<file path="src/rtl/hazard_ctrl_pkg.sv">
// hazard_ctrl_pkg: shared encodings, opcodes and shadow-slot type for the hazard controller.
package hazard_ctrl_pkg;
  localparam int SLOT_AW = 3;
  localparam logic [SLOT_AW-1:0] REG_ZERO = '0;
  localparam logic [1:0] PCSEL_SEQ = 2'b00;
  localparam logic [1:0] PCSEL_JMP = 2'b01;
  localparam logic [1:0] PCSEL_BR  = 2'b10;
  localparam logic [1:0] FWD_RF    = 2'b00;
  localparam logic [1:0] FWD_EXMEM = 2'b01;
  localparam logic [1:0] FWD_MEMWB = 2'b10;
  localparam logic [3:0] OP_ADD   = 4'h0;
  localparam logic [3:0] OP_SUB   = 4'h1;
  localparam logic [3:0] OP_AND   = 4'h2;
  localparam logic [3:0] OP_OR    = 4'h3;
  localparam logic [3:0] OP_LOAD  = 4'h4;
  localparam logic [3:0] OP_STORE = 4'h5;
  localparam logic [3:0] OP_BEQ   = 4'h6;
  localparam logic [3:0] OP_BNE   = 4'h7;
  localparam logic [3:0] OP_JMP   = 4'h8;
  localparam logic [3:0] OP_CALL  = 4'h9;
  localparam logic [3:0] OP_RET   = 4'hA;
  localparam logic [3:0] OP_FOR   = 4'hB;
  typedef struct packed {
    logic               valid;
    logic               we;
    logic               load;
    logic [SLOT_AW-1:0] rd;
  } slot_t;
endpackage

</file>
<file path="src/rtl/hazard_ctrl_sat_counter.sv">
// sat_counter: event counter that sticks at all-ones instead of wrapping.
module sat_counter #(
  parameter int CNT_W = 16
) (
  input  logic             clk,
  input  logic             rst_n,
  input  logic             inc,
  output logic [CNT_W-1:0] cnt
);
  always_ff @(posedge clk or negedge rst_n)
    if (!rst_n) cnt <= '0;
    else if (inc && !(&cnt)) cnt <= cnt + 1'b1;
endmodule

</file>
<file path="src/rtl/hazard_ctrl.sv">
// hazard_ctrl: load-use stalls, redirect flushes, PC select and registered EX forwarding selects.
module hazard_ctrl
  import hazard_ctrl_pkg::*;
#(
  parameter int REG_AW = SLOT_AW,
  parameter int CNT_W  = 16
) (
  input  logic              clk,
  input  logic              rst_n,
  input  logic              id_valid,
  input  logic [REG_AW-1:0] id_rs1,
  input  logic [REG_AW-1:0] id_rs2,
  input  logic              id_use_rs1,
  input  logic              id_use_rs2,
  input  logic [REG_AW-1:0] id_rd,
  input  logic              id_write_reg,
  input  logic              id_load,
  input  logic              id_jump,
  input  logic              ex_redirect,
  output logic              pc_write_en,
  output logic              if_id_write_en,
  output logic              if_id_flush,
  output logic              id_ex_flush,
  output logic [1:0]        pc_sel,
  output logic [1:0]        fwd_a,
  output logic [1:0]        fwd_b,
  output logic [CNT_W-1:0]  stall_cnt,
  output logic [CNT_W-1:0]  flush_cnt
);
  // The WB slot never drives an output (regfile writes first half-cycle), so only EX and MEM are kept.
  slot_t s_ex, s_mem, entry;
  logic stall, jump, hit_ex1, hit_ex2, hit_mem1, hit_mem2;
  logic [1:0] nfa, nfb;
  function automatic logic hit(slot_t s, logic [REG_AW-1:0] r);
    return s.valid & s.we & (s.rd == r) & (r != REG_ZERO);
  endfunction
  always_comb begin
    hit_ex1  = hit(s_ex, id_rs1) & id_use_rs1;
    hit_ex2  = hit(s_ex, id_rs2) & id_use_rs2;
    hit_mem1 = hit(s_mem, id_rs1) & id_use_rs1;
    hit_mem2 = hit(s_mem, id_rs2) & id_use_rs2;
    stall    = id_valid & s_ex.load & (hit_ex1 | hit_ex2);
    jump     = id_jump & id_valid & ~stall & ~ex_redirect;
    pc_write_en    = ex_redirect | ~stall;
    if_id_write_en = ex_redirect | ~stall;
    if_id_flush    = ex_redirect | jump;
    id_ex_flush    = ex_redirect | stall;
    pc_sel = ex_redirect ? PCSEL_BR : jump ? PCSEL_JMP : PCSEL_SEQ;
    nfa = hit_ex1 ? FWD_EXMEM : hit_mem1 ? FWD_MEMWB : FWD_RF;
    nfb = hit_ex2 ? FWD_EXMEM : hit_mem2 ? FWD_MEMWB : FWD_RF;
    entry = '{valid: id_valid, we: id_write_reg & (id_rd != REG_ZERO), load: id_load, rd: id_rd};
  end
  always_ff @(posedge clk or negedge rst_n)
    if (!rst_n) begin
      s_ex  <= '0;
      s_mem <= '0;
      fwd_a <= FWD_RF;
      fwd_b <= FWD_RF;
    end else begin
      s_mem <= s_ex;
      s_ex  <= id_ex_flush ? '0 : entry;
      fwd_a <= id_ex_flush ? FWD_RF : nfa;
      fwd_b <= id_ex_flush ? FWD_RF : nfb;
    end
  sat_counter #(.CNT_W(CNT_W)) u_stall_cnt (
    .clk(clk), .rst_n(rst_n), .inc(stall & ~ex_redirect), .cnt(stall_cnt)
  );
  sat_counter #(.CNT_W(CNT_W)) u_flush_cnt (
    .clk(clk), .rst_n(rst_n), .inc(ex_redirect | jump), .cnt(flush_cnt)
  );
endmodule

</file>
<file path="config.mk">
export PLATFORM = sky130hd
export DESIGN_NAME = hazard_ctrl
export DESIGN_NICKNAME = d
export VERILOG_FILES = /design/src/rtl/hazard_ctrl_pkg.sv /design/src/rtl/hazard_ctrl_sat_counter.sv /design/src/rtl/hazard_ctrl.sv
export SDC_FILE = /design/constraint.sdc
export NUM_CORES = 1
export LEC_CHECK = 0
export CORE_ASPECT_RATIO = 0.5
export CORE_MARGIN = 2
export CORE_UTILIZATION = 40
export CTS_CLUSTER_SIZE = 10
export DETAILED_ROUTE_END_ITERATION = 16
export PLACE_DENSITY = 0.79
export SETUP_SLACK_MARGIN = 0.15
export SYNTH_ARGS = -nofsm -noshare
export SYNTH_HDL_FRONTEND = slang
export SYNTH_SLANG_ARGS = --single-unit
</file>
<file path="constraint.sdc">
create_clock -name clk -period 2 [get_ports clk]
set_input_delay 0.3 -clock clk [delete_from_list [all_inputs] [get_ports clk]]
set_output_delay 0.3 -clock clk [all_outputs]
set_load 0.005 [all_outputs]
</file>
---- After elaboration in Yosys (flattened, before gate mapping) ----
Index checks and enable logic that the tools add are counted.
word-level totals
  register bits after elaboration ......... 47
  input port bits ......................... 18
  output and inout port bits .............. 42
  word-level logic and storage cells ...... 62
operators by class
  $add $sub $neg .......................... 2
  eq/ne operators ......................... 4
  mux-type cells .......................... 9
  bitwise gates (word level) .............. 27
  reductions and logical operators ........ 9
operator list
  cell                                            number
  adder 16 x 1 -> 16 bit (second input constant)  2
  AND reduction 16 bit                            2
  bitwise AND 1 bit                               21
  2-to-1 mux 2 bit                                7
  == test 3 bit                                   4
  nonzero test 3 bit                              3
  2-to-1 mux 6 bit                                1
  OR 1 bit                                        4
  logical AND 1 bit                               2
  logical NOT 1 bit                               2
  inverter 1 bit                                  2
  2-to-1 mux 1 bit                                1

---- Longest topological paths before layout ----
  depth in word-level cells ............... 11
  gate-level depth with buffers ........... 7
  mapped depth without buffers ............ 7

---- Hierarchy ----
Synthesis repeated with hierarchy kept, for this count alone.
unflattened totals
  cells, all modules ...................... 227
  area total of the unflattened synthesis .. 2,491.1 um2
by module, submodules not included
  module       times used  cells an instance  area an instance (um2)  sequential area each (um2)
  sat_counter  2           75                 840.8                   400.4
  hazard_ctrl  1           77                 809.5                   375.4

---- Least setup slack after synthesis ----
No wires, ideal clock.
  kind .................................... reg2reg
  start ................................... reg s_ex[2] (netlist name)
  end ..................................... reg u_stall_cnt.cnt[5]
  setup time .............................. 0.079 ns
  arrival time ............................ 1.671 ns
  required time ........................... 1.921 ns
  slack ................................... 0.249 ns
  cell stages (with the launch flop) ...... 8
  path buffers ............................ 1
  clock period less this slack ............ 1.751 ns
  cell sequence ........................... dfrtp_1 -> xor2_1 -> nor3_2 -> nand2_2 -> a21o_1 -> buf_6 -> nor4_1 -> xor2_1
on the way
  longest elaborated chain between the ends .. 8
  elaborated cells on any way between the ends .. 12
  those cells by class .................... eq/ne: 2; bitwise: 9; reduce/logical: 1
RTL lines
  what                                  line                                  text
  from (decl)                           hazard_ctrl.sv:31                     slot_t s_ex, s_mem, entry;
  from (signal assigned)                hazard_ctrl.sv:61                     s_ex <= id_ex_flush ? '0 : entry;
  == test 3 bit                         hazard_ctrl.sv:35                     return s.valid & s.we & (s.rd == r) & (r != REG_ZERO);
  bitwise AND 1 bit (2 in a row)        hazard_ctrl.sv:35
  bitwise AND 1 bit (on tied branches)  hazard_ctrl.sv:38, hazard_ctrl.sv:39
  OR 1 bit *                            hazard_ctrl.sv:42                     stall = id_valid & s_ex.load & (hit_ex1 | hit_ex2);
  bitwise AND 1 bit *                   hazard_ctrl.sv:42
  bitwise AND 1 bit *                   hazard_ctrl.sv:66                     .clk(clk), .rst_n(rst_n), .inc(stall & ~ex_redirect), .cnt(stall_cnt)
  logical AND 1 bit *                   hazard_ctrl_sat_counter.sv:12         else if (inc && !(&cnt)) cnt <= cnt + 1'b1;
  to (signal assigned)                  hazard_ctrl_sat_counter.sv:12
  to (decl)                             hazard_ctrl_sat_counter.sv:8          output logic [CNT_W-1:0] cnt
Mark *: on every way between the ends. The rest lies on a longest branch, timed or not.
A chain may end at the register's enable or synchronous reset.

---- Final worst setup path ----
  start ................................... reg s_ex[1] (netlist name)
  end ..................................... reg u_flush_cnt.cnt[1]
on the way
  longest elaborated chain between the ends .. 11
  elaborated cells on any way between the ends .. 15
  those cells by class .................... eq/ne: 2; bitwise: 12; reduce/logical: 1
RTL lines
  what                                  line                                  text
  == test 3 bit                         hazard_ctrl.sv:35
  bitwise AND 1 bit (2 in a row)        hazard_ctrl.sv:35
  bitwise AND 1 bit (on tied branches)  hazard_ctrl.sv:38, hazard_ctrl.sv:39
  OR 1 bit *                            hazard_ctrl.sv:42
  bitwise AND 1 bit *                   hazard_ctrl.sv:42
  inverter 1 bit *                      hazard_ctrl.sv:43                     jump = id_jump & id_valid & ~stall & ~ex_redirect;
  bitwise AND 1 bit * (2 in a row)      hazard_ctrl.sv:43
  OR 1 bit *                            hazard_ctrl.sv:69                     .clk(clk), .rst_n(rst_n), .inc(ex_redirect | jump), .cnt(flush_cnt)
  logical AND 1 bit *                   hazard_ctrl_sat_counter.sv:12
  to (signal assigned)                  hazard_ctrl_sat_counter.sv:12
  to (decl)                             hazard_ctrl_sat_counter.sv:8
Marks and branches as above.

==> key figures <==
Clock tree
  – Clock slew seen by the registers of the worst setup and hold paths: 0.07 ns
  – Clock insertion delay at the later pin of the skew report: 0.29 ns
  – CTS tree: built
  – CTS sink count: 47
  – Number of buffers added by the clock tree synthesis step: 5
  – Root Driver: clkbuf_16
  – Number of buffers between clock root and the deepest sink: 2
  – Number of hold-repair buffers added at the cts stage: 0
  – Maximum level of the CTS H-tree: 2

STA
  – Final hold violation count: 0
  – Setup clock skew after layout: 0.00780 ns
  – Relative slew slack: 60.3%
  – Final period demand of the worst path: 2.23 ns
  – Final critical-path setup slack: -0.233 ns
  – Final Setup Violations: 29
  – Number of slew-limit violations in the final report: 0
  – Fraction of the cycle the final worst path needs: 112%
  – Slew at the pin closest to its max-slew limit: 0.595 ns
  – Highest achievable clock rate: 0.448 GHz
  – Setup repair after global routing missed its margin: yes

Die
  – Core area: 5470 sq um
  – Number of top-level pins: 60
  – Height of the die: 57.1 um
  – Number of standard-cell rows in the floorplan: 19
  – Initial cell density of the core: 41.3%
  – Die span in x: 110 um
  – Die area: 6300 sq um

Placement
  – Pre-CTS setup slack: -0.496 ns
  – Buffers added on ports: 59
  – Half-perimeter wire length of the detailed placement result: 4100 um
  – Routability congestion estimate from global placement: 0.822

GRT
  – Global-route track usage on met2: 37.9%
  – Met3 usage: 6.29%
  – Largest net degree at the start of global routing: 48
  – Global-route wire length before repair: 10700 um
  – Met1 capacity usage during global routing: 28.1%
  – Most Crowded Layer GR: met2
  – Antenna violations before repair: 0
  – GRT Overall Usage: 22.5%
  – Congestion Overflow GR: 0
  – Vias in the first global route: 2187

Power and ir drop
  – Total power of the final layout: 2.60 mW
  – Pwr dens: 703 nW/um^2
  – Peak supply drop: 430 uV
  – Leakage power summed over all cells: 1.65 nW

Setup path
  – Worst R2R Start: s_ex[1]$_DFF_PN0_
  – Number of buffer and inverter instances along the worst setup path: 5
  – Nature of the critical path startpoint: flip-flop
  – Delay contributed by the slowest stage of the critical path: 0.46 ns
  – Worst reg2reg path depth: 10
  – Data arrival at the endpoint of the critical path: 2.40 ns
  – Crit end category: flip-flop
  – CP startpoint: s_ex[1]$_DFF_PN0_
  – CP max-delay cell: dfrtp_2
  – Cell type with the highest occurrence count on the critical path: buf_6
  – Capture point of the worst reg-to-reg path: u_flush_cnt.cnt[1]$_DFFE_PN0P_
  – Data required, critical path: 2.16 ns
  – Reg-to-reg setup timing slack: -0.23 ns
  – Highest fanout seen on the critical path: 7
  – WS Path Type: flip-flop to flip-flop
  – Family of cells with the greatest summed delay on the critical path: buffers and inverters
  – Cells along the critical path: xor2_2, nor3_2, a31oi_2, buf_4, buf_6, buf_6, buf_6, buf_6, o211a_4, mux2_4

Status
  – Violated checks: setup timing
  – Outcome: complete, but fails checks

Routing
  – Via count: 2105
  – Iteration-0 DRC Markers: 105
  – Remaining number of nets flagged by the antenna check after routing: 0
  – Remaining design rule violation count: 0
  – Initial DRT Pass Iterations: 4
  – Final wirelength: 7180 um
  – DR WL/cell: 18.6 um
  – DR vias/cell: 5.44

Hold path
  – Type of the worst min-delay path: input port to async pin

Synthesis
  – Average cell area after synthesis: 10.9 sq um
  – Number of instances in the synthesized netlist: 208
  – Yosys warnings: 0
  – Syn_nets: 228
  – Yosys cell types: 40
  – Portion of the post-synthesis area used by sequential elements: 52.1%
  – Seq cells post-synth: 47
  – Netlist area before placement: 2260 sq um

Layout
  – Number of diodes added for antenna fixing: 0
  – Layout overhead on the synthesized area: 63.6%
  – Number of nets in the layout: 334
  – Fraction of layout cells with a size suffix above 1: 30.6%

Job
  – Number of max-capacitance violations reported: 0
-- through the flow --
stage	cells	util (%)	hold WS [ns]	area [sq um]	setup TNS [ns]
2_1_floorplan	208	-	0.00441	2260	0
3_3_place_gp	362	56.8	0.391	3100	-6.34
3_5_place_dp	362	56.8	0.389	3100	-9.24
4_1_cts	381	65.4	0.118	3580	-0.805
5_1_grt	387	67.6	0.140	3690	-5.07
6_report	387	67.6	0.104	3690	-3.09
-- worst max-delay path by stage --
stage / to / slack [ns] / cells after the start
CTS: u_flush_cnt.cnt[1]$_DFFE_PN0P_ / -0.11 / 10
global route: u_flush_cnt.cnt[1]$_DFFE_PN0P_ / -0.28 / 10
global placement: pc_sel[0] / -0.40 / 8
floorplan: u_stall_cnt.cnt[5]$_DFFE_PN0P_ / 0.25 / 7
finish: u_flush_cnt.cnt[1]$_DFFE_PN0P_ / -0.23 / 10
detailed placement: u_stall_cnt.cnt[5]$_DFFE_PN0P_ / -0.50 / 9
-- registers in the layout (all words and copies together), names as in the netlist --
| signal | count |
|---|---|
| fwd_a | 2 |
| fwd_b | 2 |
| s_ex | 6 |
| s_mem | 5 |
| u_flush_cnt.cnt | 16 |
| u_stall_cnt.cnt | 16 |
-- per-layer routing --
layer	vias up	routed length (um)
met2	71	3780
met5	-	0
met3	17	319
li1	954	-
met4	0	170
met1	1063	2910
-- synth_stat cells --
cell type / count / area share (%)
dfrtp_1: 47 / 52
xnor2_1: 23 / 8.9
nand2_1: 17 / 2.8
nand4_1: 15 / 4.2
xor2_1: 13 / 5.0
and3_1: 12 / 3.3
nand3_1: 12 / 2.7
nor2_1: 8 / 1.3
a21oi_1: 5 / 1.1
and2_1: 5 / 1.4
nor4_1: 5 / 1.4
mux2_2: 4 / 2.0
nor3_1: 4 / 0.89
a31oi_1: 3 / 0.83
inv_1: 3 / 0.50
nor3b_1: 3 / 1.0
and4_1: 2 / 0.78
buf_4: 2 / 0.66
ha_1: 2 / 1.1
o21ai_0: 2 / 0.44
o21bai_1: 2 / 0.66
a211oi_1: 1 / 0.33
a211oi_2: 1 / 0.55
a21o_1: 1 / 0.33
buf_2: 1 / 0.22
buf_6: 1 / 0.50
clkbuf_1: 1 / 0.17
nand2_2: 1 / 0.28
nand2b_1: 1 / 0.28
nand3b_1: 1 / 0.33
nand4_2: 1 / 0.55
nor3_2: 1 / 0.44
nor4_2: 1 / 0.55
o2111ai_1: 1 / 0.39
o211a_1: 1 / 0.44
o21a_1: 1 / 0.33
o21ai_1: 1 / 0.22
o311a_1: 1 / 0.44
or2_1: 1 / 0.28
or2_2: 1 / 0.28
-- layout make-up --
cell class              count  area (sq um)
multi-input cells         153          1290
inverters                   3          11.3
clock buffers               6           129
clock inverters             1          30.0
flip-flops and latches     47          1180
fillers                   356          1770
repair buffers            104           968
well taps                  73          91.3
-- kinds of logic (layout without fill, tap and decap cells) --
family | Yosys count | in the layout | synth area share (%)
flip-flops | 47 | 47 | 52.1
multiplexers | 4 | 4 | 1.99
AO/OA/AOI/OAI | 20 | 20 | 6.09
adder cells (fa/ha/maj) | 2 | 2 | 1.11
buffers and inverters | 8 | 114 | 2.05
XOR/XNOR | 36 | 36 | 14.0
AND/OR/NAND/NOR | 91 | 91 | 22.7
-- where the power goes --
group          total [mW]  internal, mW  switching [mW]
registers            1.15          1.04           0.109
clock network       0.924         0.583           0.340
logic               0.526         0.321           0.205
-- cell usage in the layout (no fill, tap or decap), types with 3 or more instances in the layout --
cell,instances
clkdlybuf4s50_1,46
nand4_1,15
buf_4,31
dfrtp_1,45
xnor2_1,21
mux2_4,3
and3_1,12
nand2_1,15
nand3_1,8
xor2_1,11
a21oi_1,5
and2_1,5
clkbuf_16,5
nor3b_1,3
nand3_2,4
nor2_1,7
buf_6,16
nor4_4,6
dlygate4sd2_1,5
-- what timing repair did --
item                       CTS  global route
resized for setup           69            17
pin swaps                   24            26
setup buffers               12             6
setup endpoints to repair   29            36
Note: power is estimated with default switching activity, not from simulation.
